### src/rtl/trng_ctrl.sv
// TRNG sequencing controller: source enable, startup health window with retries, word packing, sticky fault.
// Optional statistics counters (words_out, dropped_bits) are built when TRNG_CTRL_STATS_EN is defined.
module trng_ctrl #(
  parameter int STARTUP_BITS = 1024,
  parameter int WORD_W       = 32,
  parameter int MAX_RETRIES  = 3
) (
  input  logic              clk,
  input  logic              rst_n,
  input  logic              en,
  input  logic              fault_ack,
  input  logic              bit_in,
  input  logic              bit_strobe,
  input  logic              health_fail,
  output logic              health_clear,
  output logic              src_en,
  output logic [WORD_W-1:0] out_data,
  output logic              out_valid,
  input  logic              out_ready,
  output logic [1:0]        state,
  output logic [3:0]        retry_cnt,
  output logic              fault,
  output logic [15:0]       words_out,
  output logic [15:0]       dropped_bits
);

  localparam int SCW = $clog2(STARTUP_BITS + 1);
  localparam int BCW = $clog2(WORD_W + 1);
  localparam logic [SCW-1:0] SC_LAST  = SCW'(STARTUP_BITS - 1);
  localparam logic [BCW-1:0] BC_LAST  = BCW'(WORD_W - 1);
  localparam logic [BCW-1:0] BC_FULL  = BCW'(WORD_W);
  localparam logic [3:0]     MAX_R    = 4'(MAX_RETRIES);

  typedef enum logic [1:0] {
    S_IDLE    = 2'd0,
    S_STARTUP = 2'd1,
    S_RUN     = 2'd2,
    S_FAULT   = 2'd3
  } state_e;

  state_e            state_q, state_d;
  logic              clear_q, clear_d;
  logic              src_en_q, src_en_d;
  logic              fault_q, fault_d;
  logic [3:0]        retry_q, retry_d;
  logic [SCW-1:0]    scnt_q, scnt_d;
  logic [BCW-1:0]    bcnt_q, bcnt_d;
  logic [WORD_W-1:0] sreg_q, sreg_d;
  logic [WORD_W-1:0] hold_q, hold_d;
  logic              hold_valid_q, hold_valid_d;

  logic exp_valid;
  logic xfer;
  logic ack;
  logic drop_inc;

  // A word is never offered while the health block is flagging a failure.
  assign exp_valid    = hold_valid_q & ~health_fail;
  assign xfer         = exp_valid & out_ready;
  assign ack          = (state_q == S_FAULT) & fault_ack;
  assign health_clear = clear_q | ack;

  assign out_valid = exp_valid;
  assign out_data  = hold_q;
  assign state     = state_q;
  assign src_en    = src_en_q;
  assign fault     = fault_q;
  assign retry_cnt = retry_q;

  always_comb begin
    state_d      = state_q;
    clear_d      = 1'b0;
    retry_d      = retry_q;
    scnt_d       = scnt_q;
    bcnt_d       = bcnt_q;
    sreg_d       = sreg_q;
    hold_d       = hold_q;
    hold_valid_d = hold_valid_q;
    drop_inc     = 1'b0;

    case (state_q)
      S_IDLE: begin
        if (en) begin
          state_d = S_STARTUP;
          clear_d = 1'b1;
          retry_d = 4'd0;
          scnt_d  = '0;
        end
      end
      S_STARTUP: begin
        if (!en) begin
          state_d = S_IDLE;
        end else if (clear_q) begin
          // Health block is being cleared this cycle; its outputs and strobes are not trusted.
          scnt_d = '0;
        end else if (health_fail) begin
          if (retry_q < MAX_R) begin
            retry_d = retry_q + 4'd1;
            clear_d = 1'b1;
            scnt_d  = '0;
          end else begin
            state_d = S_FAULT;
          end
        end else if (bit_strobe) begin
          if (scnt_q == SC_LAST) begin
            state_d = S_RUN;
            bcnt_d  = '0;
            sreg_d  = '0;
          end else begin
            scnt_d = scnt_q + SCW'(1);
          end
        end
      end
      S_RUN: begin
        if (health_fail || !en) begin
          state_d      = health_fail ? S_FAULT : S_IDLE;
          hold_d       = '0;
          hold_valid_d = 1'b0;
          sreg_d       = '0;
          bcnt_d       = '0;
        end else begin
          if (xfer) hold_valid_d = 1'b0;
          if (bcnt_q == BC_FULL) begin
            // Completed word parked in the shift register waiting for the holding slot.
            if (!hold_valid_q || xfer) begin
              hold_d       = sreg_q;
              hold_valid_d = 1'b1;
              sreg_d       = '0;
              bcnt_d       = '0;
              if (bit_strobe) begin
                sreg_d = WORD_W'(bit_in);
                bcnt_d = BCW'(1);
              end
            end else if (bit_strobe) begin
              drop_inc = 1'b1;
            end
          end else if (bit_strobe) begin
            sreg_d = sreg_q | (WORD_W'(bit_in) << bcnt_q);
            if (bcnt_q == BC_LAST) begin
              if (!hold_valid_q || xfer) begin
                hold_d       = sreg_d;
                hold_valid_d = 1'b1;
                sreg_d       = '0;
                bcnt_d       = '0;
              end else begin
                bcnt_d = BC_FULL;
              end
            end else begin
              bcnt_d = bcnt_q + BCW'(1);
            end
          end
        end
      end
      S_FAULT: begin
        if (fault_ack) begin
          state_d = S_IDLE;
          retry_d = 4'd0;
        end
      end
      default: state_d = S_IDLE;
    endcase

    src_en_d = (state_d == S_STARTUP) || (state_d == S_RUN);
    fault_d  = (state_d == S_FAULT);
  end

  always_ff @(posedge clk or negedge rst_n) begin
    if (!rst_n) begin
      state_q      <= S_IDLE;
      clear_q      <= 1'b0;
      src_en_q     <= 1'b0;
      fault_q      <= 1'b0;
      retry_q      <= 4'd0;
      scnt_q       <= '0;
      bcnt_q       <= '0;
      sreg_q       <= '0;
      hold_q       <= '0;
      hold_valid_q <= 1'b0;
    end else begin
      state_q      <= state_d;
      clear_q      <= clear_d;
      src_en_q     <= src_en_d;
      fault_q      <= fault_d;
      retry_q      <= retry_d;
      scnt_q       <= scnt_d;
      bcnt_q       <= bcnt_d;
      sreg_q       <= sreg_d;
      hold_q       <= hold_d;
      hold_valid_q <= hold_valid_d;
    end
  end

`ifdef TRNG_CTRL_STATS_EN
  logic [15:0] words_q, words_d;
  logic [15:0] drop_q, drop_d;

  always_comb begin
    words_d = words_q;
    drop_d  = drop_q;
    if (ack) begin
      words_d = 16'd0;
      drop_d  = 16'd0;
    end else begin
      if (xfer && (words_q != 16'hFFFF)) words_d = words_q + 16'd1;
      if (drop_inc && (drop_q != 16'hFFFF)) drop_d = drop_q + 16'd1;
    end
  end

  always_ff @(posedge clk or negedge rst_n) begin
    if (!rst_n) begin
      words_q <= 16'd0;
      drop_q  <= 16'd0;
    end else begin
      words_q <= words_d;
      drop_q  <= drop_d;
    end
  end

  assign words_out    = words_q;
  assign dropped_bits = drop_q;
`else
  logic unused_drop_inc;
  assign unused_drop_inc = drop_inc;
  assign words_out       = 16'd0;
  assign dropped_bits    = 16'd0;
`endif

endmodule

### config.mk
export PLATFORM = sky130hd
export DESIGN_NAME = trng_ctrl
export DESIGN_NICKNAME = d
export VERILOG_FILES = /design/src/rtl/trng_ctrl.sv
export SDC_FILE = /design/constraint.sdc
export NUM_CORES = 1
export LEC_CHECK = 0
export BUFFER_PORTS_ARGS = -buffer_cell sky130_fd_sc_hd__buf_2
export CAP_MARGIN = 20
export CORE_MARGIN = 2
export CORE_UTILIZATION = 35
export CTS_BUF_LIST = sky130_fd_sc_hd__clkbuf_16
export DETAILED_ROUTE_END_ITERATION = 10
export HOLD_SLACK_MARGIN = 0.15
export PLACE_DENSITY = 0.59
export SYNTH_ARGS = -nofsm -noshare
export SYNTH_HDL_FRONTEND = slang
export SYNTH_SLANG_ARGS = --single-unit
### constraint.sdc
create_clock -name clk -period 5 [get_ports clk]
set_input_delay 0.75 -clock clk [delete_from_list [all_inputs] [get_ports clk]]
set_output_delay 0.75 -clock clk [all_outputs]
set_load 0.01 [all_outputs]
==> Implementation_results.wiki <==
{| class="wikitable"
! Metric !! Value
|-
| Required arrival time at the worst endpoint || 5210 ps
|-
| Peak clock frequency supported by timing || 380 MHz
|-
| Number of global-route vias before repair || 3305
|-
| Post-route clock skew || ~7.5 ps
|-
| Yosys warnings || 0
|-
| Number of H-tree branching levels || 3
|-
| Quantity of gates resized following cts || 0
|-
| Cell types occupying the most area after synthesis || sky130_fd_sc_hd__dfrtp_1 49%, sky130_fd_sc_hd__nor2_1 8.6%, sky130_fd_sc_hd__o2bb2ai_1 6.1%, sky130_fd_sc_hd__buf_4 5.9%, sky130_fd_sc_hd__a21oi_1 3.9%
|-
| Number of standard cells in the final layout excluding fillers || 697
|-
| Via count normalized by instance count || 5.05
|-
| Clock insertion delay at the later pin of the skew report || 340 ps
|-
| Congestion Overflow GR || 0
|-
| Combined area of all synthesized cells || 0.00460 mm^2
|-
| Number of buffer cells added on primary ports || between 40 and 50
|-
| Crit-path slowest cell || sky130_fd_sc_hd__o2111a_1
|-
| Worst voltage drop across the vdd grid || 0.130 mV
|-
| FF-to-FF path depth || 6
|-
| Period utilisation layout || 52.7%
|-
| Standby leakage power || 2.41 nW
|-
| Layout overhead on the synthesized area || 11.1%
|-
| Yosys reg bits || 91
|-
| Setup-violating endpoint count in the final report || 0
|-
| DRC || 0
|-
| Cell family with most CP delay || compound AO/OA/AOI/OAI gates
|-
| Number of hold violations in the final report || 0
|-
| Average wire length per cell after detail routing || 14.3 um
|-
| Count of standard-cell rows || ~40
|-
| Run status || finished clean
|-
| Number of sinks handled by clock tree synthesis || 91
|-
| Router iterations before antenna repair || 7
|-
| Post-Syn Area per Cell || 9.57 um^2
|-
| Slew Limit Headroom || 54.5%
|-
| Async S/R FF share, synth || between 90% and 100%
|-
| Global-route usage over all layers || between 10 and 15%
|-
| Setup TNS || 0 ps
|-
| Post-synthesis cell type with the largest combined area || sky130_fd_sc_hd__dfrtp_1
|-
| Setup crit end kind || flip-flop
|-
| EDFF count, synth || 0
|-
| Initial antenna violation count || 0
|-
| Fraction of synthesized cell area taken by the top area cell type || 49.5%
|-
| TritonCTS Buffers || 9
|-
| Worst stage delay on the critical path || ~690 ps
|-
| Max-cap check violation count || 0
|-
| Number of buffer and inverter stages on the critical path || 0
|-
| Ratio of total power to cell area || 343 mW/mm^2
|-
| Deepest clock path buffer count || 2
|-
| Sequence of cells on the critical path || ha_1 -> nand3_1 -> o41ai_2 -> o2111a_1 -> and2_4 -> nor2_1
|-
| Clock transition at the register clock pins on the worst setup and hold paths after CTS || around 70 ps
|-
| Post-detail-place hpwl || 6.70 mm
|-
| Kind of critical path || flip-flop to flip-flop
|-
| Number of instances in the synthesized netlist || 481
|-
| Layout cell share with drive strength beyond 1 || 14.9%
|-
| Number of top-level pins || 82
|-
| Hold WS || roughly 370 ps
|-
| Pin count of the biggest net entering global routing || 54
|-
| Global-route wire length before repair || between 15 and 20 mm
|-
| Critical register-to-register path endpoint || sreg_q[11]
|-
| Count of antenna-violating nets left after detailed routing || 0
|-
| Area taken by flip-flops and latches || 0.00228 mm^2
|-
| Area of the core || ~0.013 mm^2
|-
| Unrepaired setup endpoints after global routing || no
|-
| Multi-input combinational cell area || 0.00204 mm^2
|-
| Setup fix buffers added after clock tree synthesis || 0
|-
| Number of antenna cells inserted || 0
|-
| Number of hold buffers added after cts || 0
|-
| Final RePlAce weighted congestion || 0.812
|-
| Reg2reg setup slack || 2370 ps
|-
| Fill cell total of the finished layout || about 1200
|-
| Clock root buffer || sky130_fd_sc_hd__clkbuf_16
|-
| Placed insts || 680
|-
| Clock tree from TritonCTS || done
|-
| Die footprint || between 0.01 and 0.015 mm^2
|-
| NumNets Final || ~540
|-
| Number of design-rule violations left by the first detailed-router iteration || 220
|-
| Proportion of synthesized chip area in sequential cells || approximately half
|-
| Main flop type after synthesis || sky130_fd_sc_hd__dfrtp_1
|-
| Utilization after layout || 40.2%
|-
| Worst min-delay path class || input port to asynchronous set/reset pin
|-
| Highest net fanout along the worst path || 30
|-
| Die Y-Extent || ~120 um
|-
| Initial standard-cell utilization of the core || 36.2%
|-
| Post-synth cell types || 52
|-
| Kind of start point of the critical path || flip-flop
|-
| Launch instance of the worst register-to-register path || scnt_q[0]
|-
| Shortest period the worst path allows || 2630 ps
|-
| Transition time of the tightest slew-check pin || 682 ps
|-
| Signal arrival time at the worst endpoint || 2850 ps
|-
| PnR Total Power || 1.75 mW
|-
| Routed wire length || 9.94 mm
|-
| Total count of max-transition violations in the final report || 0
|-
| Via count || 3518
|-
| Die Wd || 119 um
|}
==> where the power goes <==
| group | total [mW] | switching, mW | internal (mW) |
|---|---|---|---|
| clock network | 0.615 | 0.280 | 0.335 |
| logic | 0.356 | 0.257 | 0.0995 |
| registers | 0.782 | 0.0223 | 0.759 |
==> worst register-to-register path: cells and delay by family (launching register included) <==
kind / cells / cell delay (ps)
adder cells (fa/ha/maj): 1 / 200
flip-flops: 1 / 380
AND/OR/NAND/NOR: 3 / 780
AO/OA/AOI/OAI: 2 / 1150
==> final cells by class <==
cell class	instances	area share, %
Clock buffer	9	4.40
Sequential cell	91	44.5
Timing Repair Buffer	53	5.58
Multi-Input combinational cell	358	39.9
Tap cell	172	4.21
Clock inverter	7	0.881
Inverter	7	0.514
==> through the flow <==
step / setup WS [ps] / area [um^2]
2_1_floorplan: 2830 / 4720
3_3_place_gp: 2170 / 4830
3_5_place_dp: 2100 / 4830
4_1_cts: 2310 / 5100
5_1_grt: 2190 / 5110
6_report: 2370 / 5110
==> how the worst max path moves through the flow <==
stage / slack (ps) / depth (start not counted) / to / from
CTS: 2310 / 5 / out_data[22] / bcnt_q[4]
floorplan: 2830 / 8 / sreg_q[0] / bit_strobe
detailed placement: 2100 / 6 / sreg_q[20] / en
finish: 2370 / 6 / sreg_q[11] / scnt_q[0]
global placement: 2170 / 6 / sreg_q[29] / en
global route: 2190 / 6 / sreg_q[3] / scnt_q[0]
==> layer usage <==
metal / GRT usage (%) / wire length [um]
met4: 5.88 / 153
met2: 23.3 / 4700
met1: 19.5 / 4680
met3: 1.98 / 393
met5: 0 / 0
==> cell usage in the layout (no fill, tap or decap), types with 2 or more instances in the layout <==
cell type / netlist / layout
sky130_fd_sc_hd__a31oi_1: 5 / 5
sky130_fd_sc_hd__clkinvlp_4: 0 / 2
sky130_fd_sc_hd__a211o_1: 6 / 6
sky130_fd_sc_hd__nand2_1: 22 / 22
sky130_fd_sc_hd__conb_1: 1 / 32
sky130_fd_sc_hd__buf_4: 36 / 4
sky130_fd_sc_hd__nand4_1: 5 / 5
sky130_fd_sc_hd__ha_1: 9 / 9
sky130_fd_sc_hd__clkbuf_16: 0 / 9
sky130_fd_sc_hd__buf_2: 3 / 48
sky130_fd_sc_hd__inv_1: 7 / 8
sky130_fd_sc_hd__nor2b_1: 7 / 7
sky130_fd_sc_hd__o31ai_1: 3 / 3
sky130_fd_sc_hd__nor2_1: 105 / 105
sky130_fd_sc_hd__xor2_1: 7 / 7
sky130_fd_sc_hd__o21ai_0: 17 / 17
sky130_fd_sc_hd__dfrtp_1: 91 / 91
sky130_fd_sc_hd__o2111a_1: 2 / 2
sky130_fd_sc_hd__nand3_1: 25 / 25
sky130_fd_sc_hd__a21oi_1: 36 / 36
sky130_fd_sc_hd__o21a_1: 2 / 2
sky130_fd_sc_hd__or4_1: 2 / 2
sky130_fd_sc_hd__and3_1: 5 / 5
sky130_fd_sc_hd__and2_1: 2 / 2
sky130_fd_sc_hd__nand3b_1: 2 / 2
sky130_fd_sc_hd__o211ai_1: 2 / 2
sky130_fd_sc_hd__o2bb2ai_1: 32 / 32
sky130_fd_sc_hd__nor3_1: 5 / 5
sky130_fd_sc_hd__a21o_1: 2 / 2
==> sequential cells by signal, summed over array words and instances, names as in the netlist <==
name / cells
state: 2
bcnt_q: 6
sreg_q: 32
hold_valid_q: 1
out_data: 32
scnt_q: 11
fault: 1
retry_cnt: 4
src_en: 1
clear_q: 1
==> Yosys cell counts (all sizes together), types with 2 or more instances <==
library cell,n
a21o,2
dfrtp,91
o31ai,3
xor2,7
clkbuf,13
and2,3
nand4,5
o2bb2ai,32
o2111ai,2
nand3,25
or4,2
buf,43
nor2b,7
ha,9
a211o,6
inv,7
nand3b,3
a21oi,37
o21a,2
nand2,23
or3,2
a31oi,6
o21ai,18
o211ai,2
and3,5
o2111a,2
nor3,5
nor2,105
==> logic make-up after synthesis <==
| kind of cell | after synthesis | synth area share (%) |
|---|---|---|
| AOI/OAI and AO/OA | 119 | 18.4 |
| xor gates and xnor gates | 7 | 1.33 |
| adders and majority gates | 9 | 2.45 |
| buffers and inverters | 63 | 8.81 |
| DFF | 91 | 49.5 |
| other | 1 | 0.0815 |
| and+or+nand+nor | 191 | 19.5 |
Power figures use the tool's default switching activity.
